File: src/rtl/new_cacheline_adapter.sv
// Cache line <-> memory burst adapter: splits a writeback line into beats
// and assembles fill beats into a line. Optional macro NEW_CACHELINE_ADAPTER_PERF_CNT_EN.
module new_cacheline_adapter #(
    parameter int s_line  = 256,
    parameter int s_burst = 64
) (
    input  logic               clk,
    input  logic               rst,
    input  logic [s_line-1:0]  line_i,
    output logic [s_line-1:0]  line_o,
    input  logic [31:0]        address_i,
    input  logic               read_i,
    input  logic               write_i,
    output logic               resp_o,
    input  logic [s_burst-1:0] burst_i,
    output logic [s_burst-1:0] burst_o,
    output logic [31:0]        address_o,
    output logic               read_o,
    output logic               write_o,
    input  logic               resp_i
`ifdef NEW_CACHELINE_ADAPTER_PERF_CNT_EN
    ,
    output logic [31:0]        rd_count_o,
    output logic [31:0]        wr_count_o
`endif
);

    localparam int BEATS = s_line / s_burst;
    localparam int CW    = $clog2(BEATS);

    typedef enum logic [1:0] {
        IDLE,
        READ,
        WRITE,
        DONE
    } state_t;

    state_t            r_state;
    state_t            w_next;
    logic [CW-1:0]     r_cnt;
    logic [s_line-1:0] r_line;
    logic [s_line-1:0] r_wline;
    logic [31:0]       r_addr;
    logic              w_busy;
    logic              w_last;

    assign w_busy = (r_state == READ) || (r_state == WRITE);
    assign w_last = (r_cnt == CW'(BEATS - 1));

    // State register
    always_ff @(posedge clk or posedge rst) begin
        if (rst) begin
            r_state <= IDLE;
        end else begin
            r_state <= w_next;
        end
    end

    // Next-state and strobe decode; requests only matter in IDLE
    always_comb begin
        w_next  = r_state;
        read_o  = 1'b0;
        write_o = 1'b0;
        resp_o  = 1'b0;
        unique case (r_state)
            IDLE: begin
                if (write_i) begin
                    w_next = WRITE;
                end else if (read_i) begin
                    w_next = READ;
                end
            end
            READ: begin
                read_o = 1'b1;
                if (resp_i && w_last) begin
                    w_next = DONE;
                end
            end
            WRITE: begin
                write_o = 1'b1;
                if (resp_i && w_last) begin
                    w_next = DONE;
                end
            end
            DONE: begin
                resp_o = 1'b1;
                w_next = IDLE;
            end
            default: w_next = IDLE;
        endcase
    end

    // Request latching, beat counting and fill-line assembly
    always_ff @(posedge clk or posedge rst) begin
        if (rst) begin
            r_cnt   <= '0;
            r_line  <= '0;
            r_wline <= '0;
            r_addr  <= '0;
        end else begin
            if (r_state == IDLE) begin
                if (write_i) begin
                    r_addr  <= address_i & ~32'h1f;
                    r_wline <= line_i;
                    r_cnt   <= '0;
                end else if (read_i) begin
                    r_addr <= address_i & ~32'h1f;
                    r_cnt  <= '0;
                end
            end
            if (w_busy && resp_i) begin
                r_cnt <= r_cnt + CW'(1);
            end
            if ((r_state == READ) && resp_i) begin
                r_line[s_burst*r_cnt +: s_burst] <= burst_i;
            end
        end
    end

    assign line_o    = r_line;
    assign address_o = r_addr;
    assign burst_o   = r_wline[s_burst*r_cnt +: s_burst];

`ifdef NEW_CACHELINE_ADAPTER_PERF_CNT_EN
    logic [31:0] r_rd_cnt;
    logic [31:0] r_wr_cnt;

    // Completed-transfer counters, bumped as the FSM enters DONE
    always_ff @(posedge clk or posedge rst) begin
        if (rst) begin
            r_rd_cnt <= '0;
            r_wr_cnt <= '0;
        end else if (resp_i && w_last) begin
            if (r_state == READ) begin
                r_rd_cnt <= r_rd_cnt + 32'd1;
            end
            if (r_state == WRITE) begin
                r_wr_cnt <= r_wr_cnt + 32'd1;
            end
        end
    end

    assign rd_count_o = r_rd_cnt;
    assign wr_count_o = r_wr_cnt;
`endif

endmodule

File: config.mk
export PLATFORM = sky130hd
export DESIGN_NAME = new_cacheline_adapter
export DESIGN_NICKNAME = d
export VERILOG_FILES = /design/src/rtl/new_cacheline_adapter.sv
export SDC_FILE = /design/constraint.sdc
export NUM_CORES = 1
export LEC_CHECK = 0
export CORE_AREA = 2 2 277 279
export CTS_CLUSTER_SIZE = 8
export DETAILED_ROUTE_END_ITERATION = 16
export DIE_AREA = 0 0 279 281
export GPL_TIMING_DRIVEN = 0
export SLEW_MARGIN = 0
export SYNTH_ARGS = -nofsm -noshare
export SYNTH_HDL_FRONTEND = slang
export SYNTH_SLANG_ARGS = --single-unit
File: constraint.sdc
create_clock -name clk -period 22.6 [get_ports clk]
set_clock_uncertainty 0.15 [all_clocks]
set_input_delay 3.39 -clock clk [delete_from_list [all_inputs] [get_ports clk]]
set_output_delay 3.39 -clock clk [all_outputs]
set_load 0.01 [all_outputs]
==> results by group <==
Status
  • Status: finished, final reports clean

Setup path
  • CP max FO: 10
  • Crit end category: primary output
  • Crit path kind: register to primary output
  • Crit path required time: 19.06 ns
  • Critical Path Start Type: register
  • Worst EP arrival: 3.81 ns

Synthesis
  • Post-synthesis cell type count: 27
  • Post-Synthesis Cells: 1520
  • Share of the synthesized area in the top cell type: 62.4%
  • Synth cell count leaders: 543 x dfrtp_1, 285 x mux2_2, 218 x nand2_1
  • YS warnings: 0
  • Post-synthesis sequential area ratio: 62.4%
  • Fraction of registers with async set/reset: 100%
  • Ranking of synthesized cells by area: dfrtp_1 62%, mux2_2 15%, mux4_2 6.6%
  • Post-synth EDFFs: 0
  • Cell area after synthesis: 21800 sq um
  • Synth Flop Type: dfrtp_1
  • Top-count cell post-synth: dfrtp_1
  • Synth area leader: dfrtp_1
  • Flops & latches, synth: 543
  • Mean Syn Cell Area: 14.3 sq um

Clock network
  • H-tree depth: 3
  • CTS Buffer Depth: 3
  • Clock sink count: 543
  • CTS tree: yes
  • Hold Buf Count CTS: 0
  • CTS Buf Count: 78
  • Post-CTS Resized: 0
  • CTS Root Buffer Type: clkbuf_16
  • Clk slew on worst S/H paths: 0.05 ns
  • Worst-Skew Late Latency: 0.60 ns
  • Total setup buffers inserted after CTS: 0

Timing
  • Tcrit/Tclk final: 32.5%
  • Final slew viol count: 0
  • Period minus WS final: 7.35 ns
  • FMAX: 0.136 GHz
  • Setup ws final: 15.25 ns
  • RSZ-0062 raised after global routing: no
  • Relative slew slack: 19.5%
  • Hold Vio Cnt, Final: 0
  • Final setup fails: 0
  • Worst-margin pin slew: 1.21 ns

Routing
  • Vias per std cell: 4.90
  • Pre-Repair DR Iteration Count: 5
  • Initial DRC count: 817
  • Vias: 16156
  • DRC violations left: 0
  • Post-DRT Antenna Nets: 0
  • DRT Wirelength: 81200 microns
  • Drt wl/cell: 24.6 microns

Floorplan
  • Die H: 281 microns
  • Core ar.: 75400 sq um
  • Die Area: 78400 sq um
  • IO Count: 712
  • Row count: 101
  • Initial Util: 28.9%
  • Die X: 279 microns

Finish
  • Final nets: 2675
  • Multi-input logic area: 7620 sq um
  • Layout cells sized above 1: 21.9%
  • Finished Layout Cells: 3300
  • Synth-to-layout area growth: 48.0%
  • Fillers: 6860
  • Reg area: 13600 sq um

Pwr
  • Sw frac: 31.0%
  • Clock share of power: 25.7%
  • VDD IR max: 0.0620 mV
  • Design Power: 4.05 mW
  • PwrDens: 126 nW/um^2
  • Psw: 1.26 mW
  • Int Pwr: 2.80 mW
  • Sequential share of power: 36.7%
  • Leak: 13.4 nW
  • Comb pwr share: 37.6%

GRT
  • Largest net degree at the start of global routing: 131
  • GRT Total Usage: 20.5%
  • Total grt overflow: 0
  • Antenna violations before repair: 16
  • Vias in the first global route: 17771
  • First-pass GRT wire length: 118000 microns

Placement
  • Setup slack at placement: 15.74 ns
  • Routability cong.: 0.861
  • IO Port Bufs: 700
  • Placed Cells: 3206
  • Dpl hpwl: 61400 microns

Run
  • Maximum capacitance violations: 0

Hold path
  • Class of the worst hold path: register to register
[final timing paths]
| check | depth (start not counted) | slack (ns) | endpoint | startpoint |
|---|---|---|---|---|
| min in group asynchronous | 2 | 3.20 | address_o[23]$_DFFE_PP0P_ | rst |
| worst max-delay path | 4 | 15.25 | burst_o[61] | r_cnt[1]$_DFFE_PP0P_ |
| worst min register to register | 2 | 0.33 | line_o[122]$_DFFE_PP0P_ | line_o[122]$_DFFE_PP0P_ |
| max in group asynchronous | 4 | 17.42 | r_wline[4]$_DFFE_PP0P_ | rst |
| worst min-delay path | 2 | 0.33 | line_o[122]$_DFFE_PP0P_ | line_o[122]$_DFFE_PP0P_ |
| worst max register to register | 8 | 17.88 | line_o[241]$_DFFE_PP0P_ | r_cnt[1]$_DFFE_PP0P_ |
[cells in the final DEF (no fill, tap or decap), drive strengths merged, types with 6 or more instances in the layout]
cell / netlist / layout
a22o: 150 / 150
buf: 67 / 71
clkbuf: 49 / 131
clkdlybuf4s50: 0 / 700
dfrtp: 543 / 543
diode: 0 / 6
ha: 10 / 10
inv: 6 / 8
mux2: 285 / 285
mux4: 64 / 64
nand2: 218 / 218
nand3: 7 / 7
o21ai: 109 / 109
[worst max-delay path: stages (launching register included)]
cell and delay, ns:
dfrtp_1 0.49, clkbuf_1 0.74, clkbuf_1 0.95, mux4_2 0.39, clkdlybuf4s50_1 0.64
[metal layers]
metal,vias to the layer above,global-route usage [%],wire length (microns)
met1,8269,22.3,29500
met5,-,0,110
met2,696,36.5,41600
met4,16,7.24,2480
met3,147,7.42,7500
li1,7028,-,-
[logic make-up after synthesis]
group | Yosys count | synth area share, %
mux | 349 | 21.4
buf+inv | 122 | 2.72
other cells | 1 | 0.0172
simple gates | 235 | 4.38
compound gates | 260 | 8.57
flops | 543 | 62.4
fa+ha+maj | 10 | 0.574
[sequential cells by signal, indices dropped and copies added, names as in the netlist]
register / count
r_wline: 256
r_cnt: 2
address_o: 27
r_state: 2
line_o: 256
[power groups by stage]
stage	Combinational, mW	Sequential (mW)	Clock (mW)
floorplan	0.780	1.48	0
global placement	1.52	1.48	0
detailed placement	1.55	1.50	0
CTS	1.56	1.49	1.07
global route	1.63	1.52	1.11
finish	1.52	1.49	1.04
[per-stage QoR]
step	hold WS (ns)	utilization, %	setup TNS, ns	area, sq um
final	0.327	42.7	0	32200
after global routing	0.352	42.7	0	32200
after CTS	0.331	42.7	0	32200
after detailed placement	0.320	40.0	0	30100
after global placement	0.315	39.8	-1155.84	30000
after floorplan	0.324	-	0	21800
[area by class of cell]
cell class,instances,area share (%)
Tap cell,978,3.80
Timing Repair Buffer,704,22.1
Buffer,116,1.77
Clock inverter,6,0.349
Multi-Input combinational cell,859,23.6
Inverter,6,0.0931
Sequential cell,543,42.1
Antenna cell,6,0.0466
Clock buffer,82,6.10
No activity file was read; power rests on OpenSTA's default activity.
==> RTL edit, RTL diff (same settings) <==
Build with the macro `NEW_CACHELINE_ADAPTER_PERF_CNT_EN` defined.
--- a/src/rtl/new_cacheline_adapter.sv
+++ b/src/rtl/new_cacheline_adapter.sv
@@ -1,5 +1,7 @@
 // Cache line <-> memory burst adapter: splits a writeback line into beats
 // and assembles fill beats into a line. Optional macro NEW_CACHELINE_ADAPTER_PERF_CNT_EN.
+`define NEW_CACHELINE_ADAPTER_PERF_CNT_EN
+
 module new_cacheline_adapter #(
     parameter int s_line  = 256,
     parameter int s_burst = 64
Formal check against the unedited RTL (old outputs only; new: rd_count_o and wr_count_o): no difference found for any inputs over 4 cycles, from zero or initial values and one cycle with rst high; that may be too few to reach the edited logic, so the function may still have changed.
==> RTL edit against the unedited design <==
- power up 9.6%
- synthesized area grew 11%
- setup slack got worse by 0.043 ns
- sequential cell count rose by 64
- final area up 10%
- sequential share of layout area increased by 0.54 points
- non-clock buffer count rose by 60
- wire length grew 10%
- synthesized cell count is 2.7% higher
- largest cell class unchanged
==> RTL edit: results (changes against the unedited design) <==
** Global route
- Overall Global Routing Usage :: 0.226 (+0.0213)
- Via count of the first global-routing pass :: 19.1k (+7.7%)
- GR met3 Demand/Resource :: 0.0776 (+0.00341)
- First-pass GRT wire length :: 131,000 um (+11%)
- The maximum number of pins on one net before global-route repair was 135 (+3.1%).
- The number of antenna violations at the first check in global routing was 26 (+10).
- Met1 Resource Use GR :: 0.258 (+0.0350)
- The met2 global-route usage came to 0.398 (+0.0331).

** Drt
- Detail Route met3 WL :: 7460 um (-0.60%)
- The average via count per standard cell was 5.15 (+5.3%).
- The detailed-routed wire length on met2 is 46,000 um (+10%).
- Starting DRC count in detailed routing :: 850 (+4.0%)
- WL met1 :: 33,600 um (+14%)
- The per-cell routed wire length came to 26.2 um (+6.4%).

** Yosys
- Post-synthesis cell type count :: 35 (+30%)
- The sequential-to-total area share from yosys stat was 0.629 (+0.00474).
- XOR/XNOR share of the synthesized area :: 0.0225 (+0.0225)
- The fraction of synthesized area in multiplexers is 0.192 (-0.0215).
- Compound-Gate Fraction of Synth Area :: 0.0943 (+0.00858)
- Arithmetic-cell share of the synthesized area counting full adders, half adders and majority gates :: 0.00621 (+0.000469)
- The commonest cells after synthesis are 607 x dfrtp_1, 284 x mux2_2, 256 x a22o_1.
- Synth top area share :: 0.629 (+0.00474)
- The average cell area after synthesis is 15.5 um2 (+8.0%).
- By area the synthesized netlist is led by dfrtp_1 63%, mux2_2 13%, a22o_1 9.3%.

** Place
- Port Buffer Count :: 765 (+9.3%)
- The total half-perimeter wirelength after legalization and detailed placement is 67,500 um (+10%).
- Post-placement cell area :: 0.0332 mm2 (+10%)
- The final estimated routing congestion in global placement is 0.849 (-1.4%).

** Pwr
- The peak ir drop on the vdd network was 0.0715 mV (+15%).
- The sequential power is 1.66 mW (+11%).
- Net Switching :: 1.34 mW (+6.5%)
- Reported leakage power :: 15.2 nW (+13%)
- The total clock network power is 1.18 mW (+13%).
- Pwr per Cell Area :: 125 mW/mm2 (-0.70%)

** Finish
- The antenna cell count was 5 (-1).
- The number of ordinary and repair buffers in the finished layout came to 880 (+7.3%).
- The share of the final layout cell area in sequential cells is 0.427 (+0.00535).
- Filler Cells Inserted :: 6,625 (-3.4%)
- Total Nets Final :: 2,793 (+4.4%)
- The number of sequential storage elements was 607 (+12%).
- The multi-input logic portion of the cell area came to 0.238 (+0.00207).
- The clock buffer and inverter area fraction after layout came to 0.0666 (+0.00205).
- Fraction of layout instances using a drive strength above 1 :: 0.202 (-0.0166)
- Non-clock inverter total of the final layout :: 11 (+5)
- Share of final layout cell area taken by non-clock buffers :: 0.232 (-0.00623)
- The count of clock-net buffers in the final layout came to 89 (+8.5%).
- Multi-input comb cells :: 837 (-2.6%)

** Clock network
- Number of CTS-inserted buffers :: 87 (+12%)
- The clock latency of the later-clocked register in the worst-skew pair came to 0.63 ns (+0.03 ns).

** Worst setup path
- WP data arrival :: 3.85 ns (+0.04 ns)

** Outcome
- Result of the run :: finished, final reports clean

** STA
- The slew at the pin closest to its max-slew limit came to 1.21 ns (+0.00708 ns).
## RTL edit: cell count changes after synthesis, moves of 24 or more
cell	before	now
a22o_1	150	256
nand4_1	0	27
nand3_1	7	31
o21ai_0	89	3
nand2_1	218	29
clkbuf_1	49	74
xnor2_1	0	47
dfrtp_1	543	607
buf_2	54	27
## RTL edit: worst max-delay path: cells and delay by family (launching register included)
family | cells | cell delay [ns]
buffers and inverters | 3 | 2.32
muxes | 1 | 0.39
DFF | 1 | 0.50
## RTL edit: worst paths after layout
path | from | endpoint | slack, ns | depth (start not counted)
min reg2reg | wr_count_o[31] | wr_count_o[31] | 0.33 | 1
max in group asynchronous | rst | line_o[131] | 17.45 | 5
max reg2reg | r_cnt[1] | line_o[249] | 17.31 | 9
min in group asynchronous | rst | address_o[7] | 3.00 | 2
max | r_cnt[1] | burst_o[49] | 15.21 | 4
min | wr_count_o[31] | wr_count_o[31] | 0.33 | 1
## RTL edit: logic make-up (layout without fill, tap and decap cells)
kind of cell             count (synthesis)  count (layout)
adder cells (fa/ha/maj)                 12              12
AO/OA/AOI/OAI                          262             262
other                                    1              10
flip-flops                             607             607
multiplexers                           348             348
buffers and inverters                  121             988
XOR/XNOR                                62              62
AND/OR/NAND/NOR                        148             148
## RTL edit: stage by stage
stage / setup WS [ns] / instances / utilization / setup TNS [ns] / hold slack (ns)
after CTS: 15.18 / 3410 / 0.472 / 0 / 0.319
after floorplan: 2.07 / 1565 / - / 0 / 0.324
after global routing: 15.16 / 3413 / 0.472 / 0 / 0.329
after detailed placement: 15.84 / 3313 / 0.440 / 0 / 0.313
after global placement: -4.75 / 3308 / 0.438 / -2827.59 / 0.312
final: 15.21 / 3415 / 0.472 / 0 / 0.326
